==> config.mk <==
export PLATFORM = sky130hd
export DESIGN_NAME = wb_sequencer_flat
export DESIGN_NICKNAME = d
export VERILOG_FILES = /design/src/rtl/wb_sequencer_if.sv /design/src/rtl/wb_sequencer.sv /design/src/flat_wrapper.sv
export SDC_FILE = /design/constraint.sdc
export NUM_CORES = 1
export LEC_CHECK = 0
export BUFFER_PORTS_ARGS = -buffer_cell sky130_fd_sc_hd__buf_2
export CORE_AREA = 2 2 62 64
export CTS_CLUSTER_DIAMETER = 200
export CTS_CLUSTER_SIZE = 25
export DETAILED_ROUTE_END_ITERATION = 10
export DIE_AREA = 0 0 64 66
export SYNTH_ARGS = -nofsm -noshare
export SYNTH_HDL_FRONTEND = slang
export SYNTH_SLANG_ARGS = --single-unit
==> constraint.sdc <==
create_clock -name clk -period 3 [get_ports clk]
set_input_delay 0.6 -clock clk [delete_from_list [all_inputs] [get_ports clk]]
set_output_delay 0.6 -clock clk [all_outputs]
set_load 0.1 [all_outputs]
==> src/rtl/wb_sequencer_if.sv <==
// Writeback sequencer bus: request from ctrl, load handshake from dm, writeback controls to rf.
interface wb_sequencer_if #(
  parameter int unsigned RA_W = 4
);
  logic            start;
  logic [1:0]      op;
  logic [RA_W-1:0] rs_addr;
  logic [RA_W-1:0] rd_addr;
  logic            load_rdy;
  logic [1:0]      wb_sel;
  logic            rf_we;
  logic [RA_W-1:0] wr_addr;
  logic            rab_hold;
  logic            busy;
  logic            done;
  logic            err;

  // Requester side (ctrl + dm)
  modport master (
    output start, op, rs_addr, rd_addr, load_rdy,
    input  wb_sel, rf_we, wr_addr, rab_hold, busy, done, err
  );

  // Sequencer side
  modport slave (
    input  start, op, rs_addr, rd_addr, load_rdy,
    output wb_sel, rf_we, wr_addr, rab_hold, busy, done, err
  );
endinterface

==> src/rtl/wb_sequencer.sv <==
// Register-file writeback sequencer for ALU, load and two-write swap instructions.
// Outputs are registered: they are decoded from the next state and next latched
// operands, so they line up with the state register cycle by cycle.
module wb_sequencer #(
  parameter int unsigned RA_W   = 4,
  parameter int unsigned LD_TMO = 8
) (
  input logic           clk,
  input logic           rst_f,
  wb_sequencer_if.slave bus
);

  localparam int unsigned CNT_W = 8;
  localparam logic [CNT_W-1:0] CNT_LAST = CNT_W'(LD_TMO - 1);

  localparam logic [1:0] OP_ALU  = 2'b00;
  localparam logic [1:0] OP_LOAD = 2'b01;
  localparam logic [1:0] OP_SWAP = 2'b10;

  localparam logic [1:0] SEL_ALU = 2'b00;
  localparam logic [1:0] SEL_DM  = 2'b01;
  localparam logic [1:0] SEL_RS  = 2'b10;
  localparam logic [1:0] SEL_RD  = 2'b11;

  typedef enum logic [2:0] {
    S_IDLE,
    S_ALU_WB,
    S_LD_WAIT,
    S_LD_WB,
    S_SWAP1,
    S_SWAP2,
    S_ERR
  } state_t;

  state_t          state_q, state_n;
  logic [RA_W-1:0] rs_q, rs_n;
  logic [RA_W-1:0] rd_q, rd_n;
  logic [CNT_W-1:0] cnt_q, cnt_n;

  logic [1:0]      wb_sel_q, wb_sel_n;
  logic            rf_we_q, rf_we_n;
  logic [RA_W-1:0] wr_addr_q, wr_addr_n;
  logic            rab_hold_q, rab_hold_n;
  logic            busy_q, busy_n;
  logic            done_q, done_n;
  logic            err_q, err_n;

  // State, operand latches, load counter and registered outputs
  always_ff @(posedge clk) begin
    if (!rst_f) begin
      state_q    <= S_IDLE;
      rs_q       <= '0;
      rd_q       <= '0;
      cnt_q      <= '0;
      wb_sel_q   <= '0;
      rf_we_q    <= 1'b0;
      wr_addr_q  <= '0;
      rab_hold_q <= 1'b0;
      busy_q     <= 1'b0;
      done_q     <= 1'b0;
      err_q      <= 1'b0;
    end else begin
      state_q    <= state_n;
      rs_q       <= rs_n;
      rd_q       <= rd_n;
      cnt_q      <= cnt_n;
      wb_sel_q   <= wb_sel_n;
      rf_we_q    <= rf_we_n;
      wr_addr_q  <= wr_addr_n;
      rab_hold_q <= rab_hold_n;
      busy_q     <= busy_n;
      done_q     <= done_n;
      err_q      <= err_n;
    end
  end

  // Next-state transitions, then output decode of the state being entered
  always_comb begin
    state_n    = state_q;
    rs_n       = rs_q;
    rd_n       = rd_q;
    cnt_n      = cnt_q;
    wb_sel_n   = SEL_ALU;
    rf_we_n    = 1'b0;
    wr_addr_n  = '0;
    rab_hold_n = 1'b0;
    busy_n     = 1'b0;
    done_n     = 1'b0;
    err_n      = 1'b0;

    case (state_q)
      S_IDLE: begin
        if (bus.start) begin
          rs_n  = bus.rs_addr;
          rd_n  = bus.rd_addr;
          cnt_n = '0;
          case (bus.op)
            OP_ALU:  state_n = S_ALU_WB;
            OP_LOAD: state_n = S_LD_WAIT;
            OP_SWAP: state_n = S_SWAP1;
            default: state_n = S_ERR;
          endcase
        end
      end
      S_LD_WAIT: begin
        cnt_n = cnt_q + CNT_W'(1);
        if (bus.load_rdy) begin
          state_n = S_LD_WB;
        end else if (cnt_q == CNT_LAST) begin
          state_n = S_ERR;
        end
      end
      S_SWAP1: begin
        state_n = (rs_q != rd_q) ? S_SWAP2 : S_IDLE;
      end
      default: begin
        state_n = S_IDLE;
      end
    endcase

    busy_n = (state_n != S_IDLE);
    case (state_n)
      S_ALU_WB: begin
        rf_we_n   = 1'b1;
        wb_sel_n  = SEL_ALU;
        wr_addr_n = rd_n;
        done_n    = 1'b1;
      end
      S_LD_WAIT: begin
        wb_sel_n = SEL_DM;
      end
      S_LD_WB: begin
        rf_we_n   = 1'b1;
        wb_sel_n  = SEL_DM;
        wr_addr_n = rd_n;
        done_n    = 1'b1;
      end
      S_SWAP1: begin
        rab_hold_n = 1'b1;
        wb_sel_n   = SEL_RD;
        wr_addr_n  = rs_n;
        rf_we_n    = (rs_n != rd_n);
        done_n     = (rs_n == rd_n);
      end
      S_SWAP2: begin
        rab_hold_n = 1'b1;
        rf_we_n    = 1'b1;
        wb_sel_n   = SEL_RS;
        wr_addr_n  = rd_n;
        done_n     = 1'b1;
      end
      S_ERR: begin
        err_n  = 1'b1;
        done_n = 1'b1;
      end
      default: begin
      end
    endcase
  end

  assign bus.wb_sel   = wb_sel_q;
  assign bus.rf_we    = rf_we_q;
  assign bus.wr_addr  = wr_addr_q;
  assign bus.rab_hold = rab_hold_q;
  assign bus.busy     = busy_q;
  assign bus.done     = done_q;
  assign bus.err      = err_q;

endmodule
==> src/flat_wrapper.sv <==
// flat-port wrapper written by rule: the top's interface ports become plain ports
module wb_sequencer_flat 
#(
  parameter int unsigned RA_W   = 4,
  parameter int unsigned LD_TMO = 8
)
  (clk, rst_f, bus_start, bus_op, bus_rs_addr, bus_rd_addr, bus_load_rdy, bus_wb_sel, bus_rf_we, bus_wr_addr, bus_rab_hold, bus_busy, bus_done, bus_err);
  wb_sequencer_if #(.RA_W(RA_W)) bus_i ();
  input logic clk;
  input logic rst_f;
  input wire logic [$bits(bus_i.start)-1:0] bus_start;
  input wire logic [$bits(bus_i.op)-1:0] bus_op;
  input wire logic [$bits(bus_i.rs_addr)-1:0] bus_rs_addr;
  input wire logic [$bits(bus_i.rd_addr)-1:0] bus_rd_addr;
  input wire logic [$bits(bus_i.load_rdy)-1:0] bus_load_rdy;
  output wire logic [$bits(bus_i.wb_sel)-1:0] bus_wb_sel;
  output wire logic [$bits(bus_i.rf_we)-1:0] bus_rf_we;
  output wire logic [$bits(bus_i.wr_addr)-1:0] bus_wr_addr;
  output wire logic [$bits(bus_i.rab_hold)-1:0] bus_rab_hold;
  output wire logic [$bits(bus_i.busy)-1:0] bus_busy;
  output wire logic [$bits(bus_i.done)-1:0] bus_done;
  output wire logic [$bits(bus_i.err)-1:0] bus_err;
  assign bus_i.start = bus_start;
  assign bus_i.op = bus_op;
  assign bus_i.rs_addr = bus_rs_addr;
  assign bus_i.rd_addr = bus_rd_addr;
  assign bus_i.load_rdy = bus_load_rdy;
  assign bus_wb_sel = bus_i.wb_sel;
  assign bus_rf_we = bus_i.rf_we;
  assign bus_wr_addr = bus_i.wr_addr;
  assign bus_rab_hold = bus_i.rab_hold;
  assign bus_busy = bus_i.busy;
  assign bus_done = bus_i.done;
  assign bus_err = bus_i.err;
  wb_sequencer #(.RA_W(RA_W), .LD_TMO(LD_TMO)) u_core (.clk(clk), .rst_f(rst_f), .bus(bus_i));
endmodule
== Word-level counts from Yosys, hierarchy flattened ==
Cells that the tools add are included.
Storage, ports and cells
  output and inout port bits: 11
  word-level logic and storage cells: 54
  flip-flop bits (word level): 30
  input port bits: 14
Operators by class
  add/sub/neg operators: 1
  equality and inequality tests: 15
  muxes and demuxes: 18
  reduce and logical (&&, ||, !) cells: 9
Operators with widths (count)
  $pmux W3 S3: 2
  $mux W4: 4
  $pmux W8 S2: 1
  $eq A3 B3 Y1 const B: 4
  $mux W3: 4
  $eq A3 B2 Y1 const B: 3
  $add A8 B1 Y8 const B: 1
  $eq A8 B3 Y1 const B: 1
  $mux W8: 1
  $ne A4 B4 Y1: 2
  $pmux W4 S2: 1
  $pmux W2 S3: 1
  $eq A4 B4 Y1: 1
  $pmux W1 S2: 2
  $reduce_or A2 Y1: 2
  $reduce_or A4 Y1: 1
  $eq A3 B1 Y1 const B: 1
  $logic_not A3 Y1: 1
  $reduce_bool A3 Y1: 1
  $reduce_or A3 Y1: 1
  $eq A2 B1 Y1 const B: 1
  $eq A2 B2 Y1 const B: 1
  $logic_not A2 Y1: 1
  $mux W1: 2
  3 further kinds: 3

== Longest topological paths before layout ==
  depth after elaboration: 7
  mapped depth: 7
  depth with buffers taken out: 6

== Worst setup path before layout ==
Ideal clock, no wire load.
  path type: register to output
  start: register u_core.wb_sel_q[1] (netlist: u_core.bus.wb_sel[1])
  end: output port bus_wb_sel[1]
  cell stages (with the launch flop): 2
  setup slack: 1.044 ns
  data required time: 2.400 ns
  data arrival time: 1.356 ns
  path buffers: 1
  cells stage by stage: dfxtp_1 > buf_4
RTL lines
  start: declaration: line wb_sequencer.sv:40  | logic [1:0] wb_sel_q, wb_sel_n;
  start signal: assignment: line wb_sequencer.sv:67  | wb_sel_q <= wb_sel_n;
  end: declaration: line flat_wrapper.sv:16  | output wire logic [$bits(bus_i.wb_sel)-1:0] bus_wb_sel;
No word-level cell between the ends.

== Final worst setup path ==
  start: register u_core.state_q[2]
  end: register u_core.done_q (netlist: u_core.bus.done)
On the way
  cells in the longest elaborated chain, start to end: 6
  elaborated cells on any way between the ends: 17
  classes of those cells: 8 x eq/ne; 7 x mux; 2 x reduce/logical
Ends and longest elaborated chain
  start: declaration: line wb_sequencer.sv:35  | state_t state_q, state_n;
  start signal: assignment: line wb_sequencer.sv:63  | state_q <= state_n;
  $mux W3: line wb_sequencer.sv:109  | end else if (cnt_q == CNT_LAST) begin
  $mux W3: line wb_sequencer.sv:107  | if (bus.load_rdy) begin
  $pmux W3 S3: line wb_sequencer.sv:91  | case (state_q)
  $eq A3 B1 Y1, or another cell as far along: line wb_sequencer.sv:122  | case (state_n)
  $reduce_or A4 Y1 (no line)
  $pmux W1 S2 (*): line wb_sequencer.sv:122
  end signal: assignment: line wb_sequencer.sv:72  | done_q <= done_n;
  end: declaration: line wb_sequencer.sv:45  | logic done_q, done_n;
Every way passes the cells marked *; elsewhere a longest branch is shown, timed or not.
A chain may end at the register's enable or synchronous reset.

==> key figures <==
Place
  – Post-detail-place hpwl: between 2000 and 2500 µm
  – Port bufs: 24
  – GPL Wtd Cong: 0.746

Worst setup path
  – Worst path slowest cell: nor4b_4
  – CP startpoint kind: flop
  – Worst path buffer plus inverter count: 1
  – Crit Path Class: flop to flop
  – Crit path cell chain: nor4b_4, buf_4, mux2_2, o211ai_1
  – Worst r2r dst: u_core.bus.done$_SDFF_PN0_
  – R2r setup slk: between 1 and 1.5 ns
  – Reg2Reg Depth: 4
  – CP Data Arrival Time: 2.19 ns
  – Worst path required time: 3.26 ns
  – CP top delay family: simple AND/OR/NAND/NOR gates
  – Critical path endpoint category: flop
  – CP max stage delay: about 0.62 ns
  – Reg2reg start: u_core.state_q[2]$_SDFF_PN0_
  – CP Max Fanout: 10

Route
  – ANT nets after route: 0
  – Top routing layer used: met4
  – Wire per inst: between 10 and 15 µm
  – Initial DRC count: 49
  – Routed WL: around 2800 µm
  – WL met2: ~1200 µm
  – DR pass1 iterations: 4
  – DR vias/cell: 5.02
  – Wl on met1: between 1000 and 1500 µm
  – DRC errors left: 0
  – Via Count: between 1000 and 1500
  – DR WL met3: about 140 µm

Final layout
  – Layout cell share with drive strength beyond 1: 0.280
  – Ant diodes: 0
  – Commonest non-fill, non-tap cell in the layout: dfxtp_1
  – Area grow syn2layout: 13.6%
  – Fillers: about 360
  – Commonest non-fill, non-tap cells in the layout: 29 x dfxtp_1, 24 x buf_2, 18 x nor2_1
  – Nets: about 180

Synthesis
  – EDFF count, synth: 0
  – Synth area leaders: dfxtp_1 42%, mux2i_1 5.8%, xnor2_1 5.1%
  – Synthesized net count: approximately 160
  – Synth Area in Compound Gates: 0.131
  – Distinct cells, synth: 46
  – Synth Area in Adders: 0.00911
  – Mapped Cells: roughly 140
  – Primary FF master, synth: dfxtp_1
  – Asr flop ratio synth: 0
  – Simple-gate share of the synthesized area: 0.232
  – Post-Synthesis Cell Area: 1370 µm²
  – Synth Area per Inst: between 9 and 10 µm²
  – Cell taking the most area after synthesis: dfxtp_1
  – Synth warnings: 0
  – Sequential area share after synthesis: 0.423
  – Share of the synthesized area in the top cell type: 0.423
  – Largest family of logic cells by synthesized area: simple AND/OR/NAND/NOR gates
  – Mux contribution to synthesized area: 0.102
  – Synth Area in XOR/XNOR: 0.0510
  – FF+latch count, synth: 29

Clock tree
  – Post-cts resize count: 0
  – CTS Buf Count: 5
  – CTS tree: done
  – Post-CTS Setup Bufs: 0
  – Skew-Pair Late Insertion Delay: between 0.3 and 0.4 ns
  – Clock-pin slew on the worst setup and hold paths: about 0.1 ns
  – H-tree depth: 2
  – # hold bufs at CTS: 0
  – Clock Path Buffers: 2
  – Root Driver: clkbuf_4
  – Sink Count: 29

Floorplan
  – DIE HEIGHT: 66 µm
  – Initial core utilization: 0.387
  – I/O Pins: 25
  – Site Rows: 22
  – Die width: 64 µm
  – Full die area: about 4200 µm²
  – Core footprint: between 3000 and 4000 µm²

Timing
  – Post-Route Skew: around 0.011 ns
  – Min Hold Slack: roughly 0.52 ns
  – Hold Vio Cnt, Final: 0
  – Fmax: a little over 0.5 GHz
  – Crit share post-route: 0.643
  – Slew @ Worst Pin: 0.572 ns
  – Fin. max-slew vios: 0
  – Rel. slew slack: 0.617
  – RSZ-0062 raised after global routing: false
  – Setup Viol. Count Final: 0
  – Setup TNS: 0 ns
  – Fin crit period: approximately 1.9 ns

Global route
  – GRT Resource Usage Total: 0.150
  – Largest net degree at the start of global routing: 18
  – First-pass GRT wire length: between 4000 and 5000 µm
  – Vias in the first global route: 1031
  – Initial antenna violation count: 0
  – Total grt overflow: 0

Pwr
  – Pwr dens: approximately 600 nW/µm²
  – Worst VDD drop: about 0.00029 V
  – Power consumption: 941 µW
  – Leakage: ~0.00065 µW

Min path
  – Hold Path Sink: u_core.cnt_q[4]$_SDFFE_PN0P_
  – Hold_sp: u_core.cnt_q[4]$_SDFFE_PN0P_
  – Hold Path Depth: 2
  – Hold crit path type: flop to flop

Run
  – Max cap viols: 0

Run status
  – Outcome: finished, final reports clean
-- worst register-to-register path, delay by kind of cell, from the launching register on --
kind,cells,cell delay (ns)
simple gates,1,0.62
flops,1,0.45
mux,1,0.35
buf+inv,1,0.27
compound gates,1,0.17
-- final cells by class --
type / count / area [µm²] / area share
flip-flops and latches: 29 / 581 / 0.372
repair buffers: 25 / 128 / 0.0818
inverters: 5 / 18.8 / 0.0120
clock buffers: 6 / 41.3 / 0.0265
clock inverters: 2 / 10.0 / 0.00642
multi-input cells: 101 / 722 / 0.463
well taps: 48 / 60.1 / 0.0385
-- flip-flops by register name (all words and copies together) (netlist names) --
name,cells
u_core.bus.wb_sel,2
u_core.cnt_q,8
u_core.bus.err,1
u_core.bus.wr_addr,4
u_core.bus.rf_we,1
u_core.state_q,3
u_core.bus.busy,1
u_core.rs_q,4
u_core.bus.done,1
u_core.rd_q,4
-- layer usage --
metal	track usage	up-vias
met5	0	-
met4	0.0734	0
met3	0.0613	6
met2	0.219	24
met1	0.191	496
li1	-	558
-- kinds of logic (layout without fill, tap and decap cells) --
kind of cell | Yosys count | in the layout
buf+inv | 11 | 38
flops | 29 | 29
simple gates | 53 | 53
xor+xnor | 8 | 8
mux | 13 | 13
fa+ha+maj | 1 | 1
compound gates | 26 | 26
-- power breakdown --
part	internal, µW	total [µW]	leakage (µW)	switching [µW]
Sequential	414	439	0.000236	25.8
Clock	89.0	229	0.0000320	140
Combinational	82.4	272	0.000385	190
Total	585	941	0.000654	356
-- through the flow --
| step | std cells | util | area [µm²] | setup slack, ns |
|---|---|---|---|---|
| floorplan | 141 | - | 1370 | 1.04 |
| global placement | 208 | 0.425 | 1510 | 1.00 |
| detailed placement | 208 | 0.425 | 1510 | 0.923 |
| CTS | 216 | 0.439 | 1560 | 1.07 |
| global route | 216 | 0.439 | 1560 | 0.957 |
| finish | 216 | 0.439 | 1560 | 1.07 |
-- worst max path at each step --
stage / end / slack [ns] / cells past startpoint / from
after floorplan: bus_wb_sel[1] / 1.04 / 1 / u_core.bus.wb_sel[1]$_SDFF_PN0_
after global placement: u_core.bus.wr_addr[3]$_SDFF_PN0_ / 1.00 / 6 / bus_start
after detailed placement: u_core.bus.done$_SDFF_PN0_ / 0.92 / 5 / bus_start
after CTS: u_core.bus.done$_SDFF_PN0_ / 1.07 / 4 / u_core.state_q[2]$_SDFF_PN0_
after global routing: u_core.bus.done$_SDFF_PN0_ / 0.96 / 4 / u_core.state_q[2]$_SDFF_PN0_
final: u_core.bus.done$_SDFF_PN0_ / 1.07 / 4 / u_core.state_q[2]$_SDFF_PN0_
-- synthesized netlist by cell type, types with 2 or more instances --
cell / instances
nor3b_1: 2
inv_1: 4
a21oi_1: 6
o21ai_0: 5
mux2i_1: 8
dfxtp_1: 29
o211ai_1: 2
o22ai_1: 3
nor2_1: 18
xnor2_1: 8
nor3_1: 4
nand2_1: 8
buf_4: 2
nand4_1: 4
nand3b_1: 2
buf_6: 3
mux2_2: 4
(Power assumes the default switching activity.)
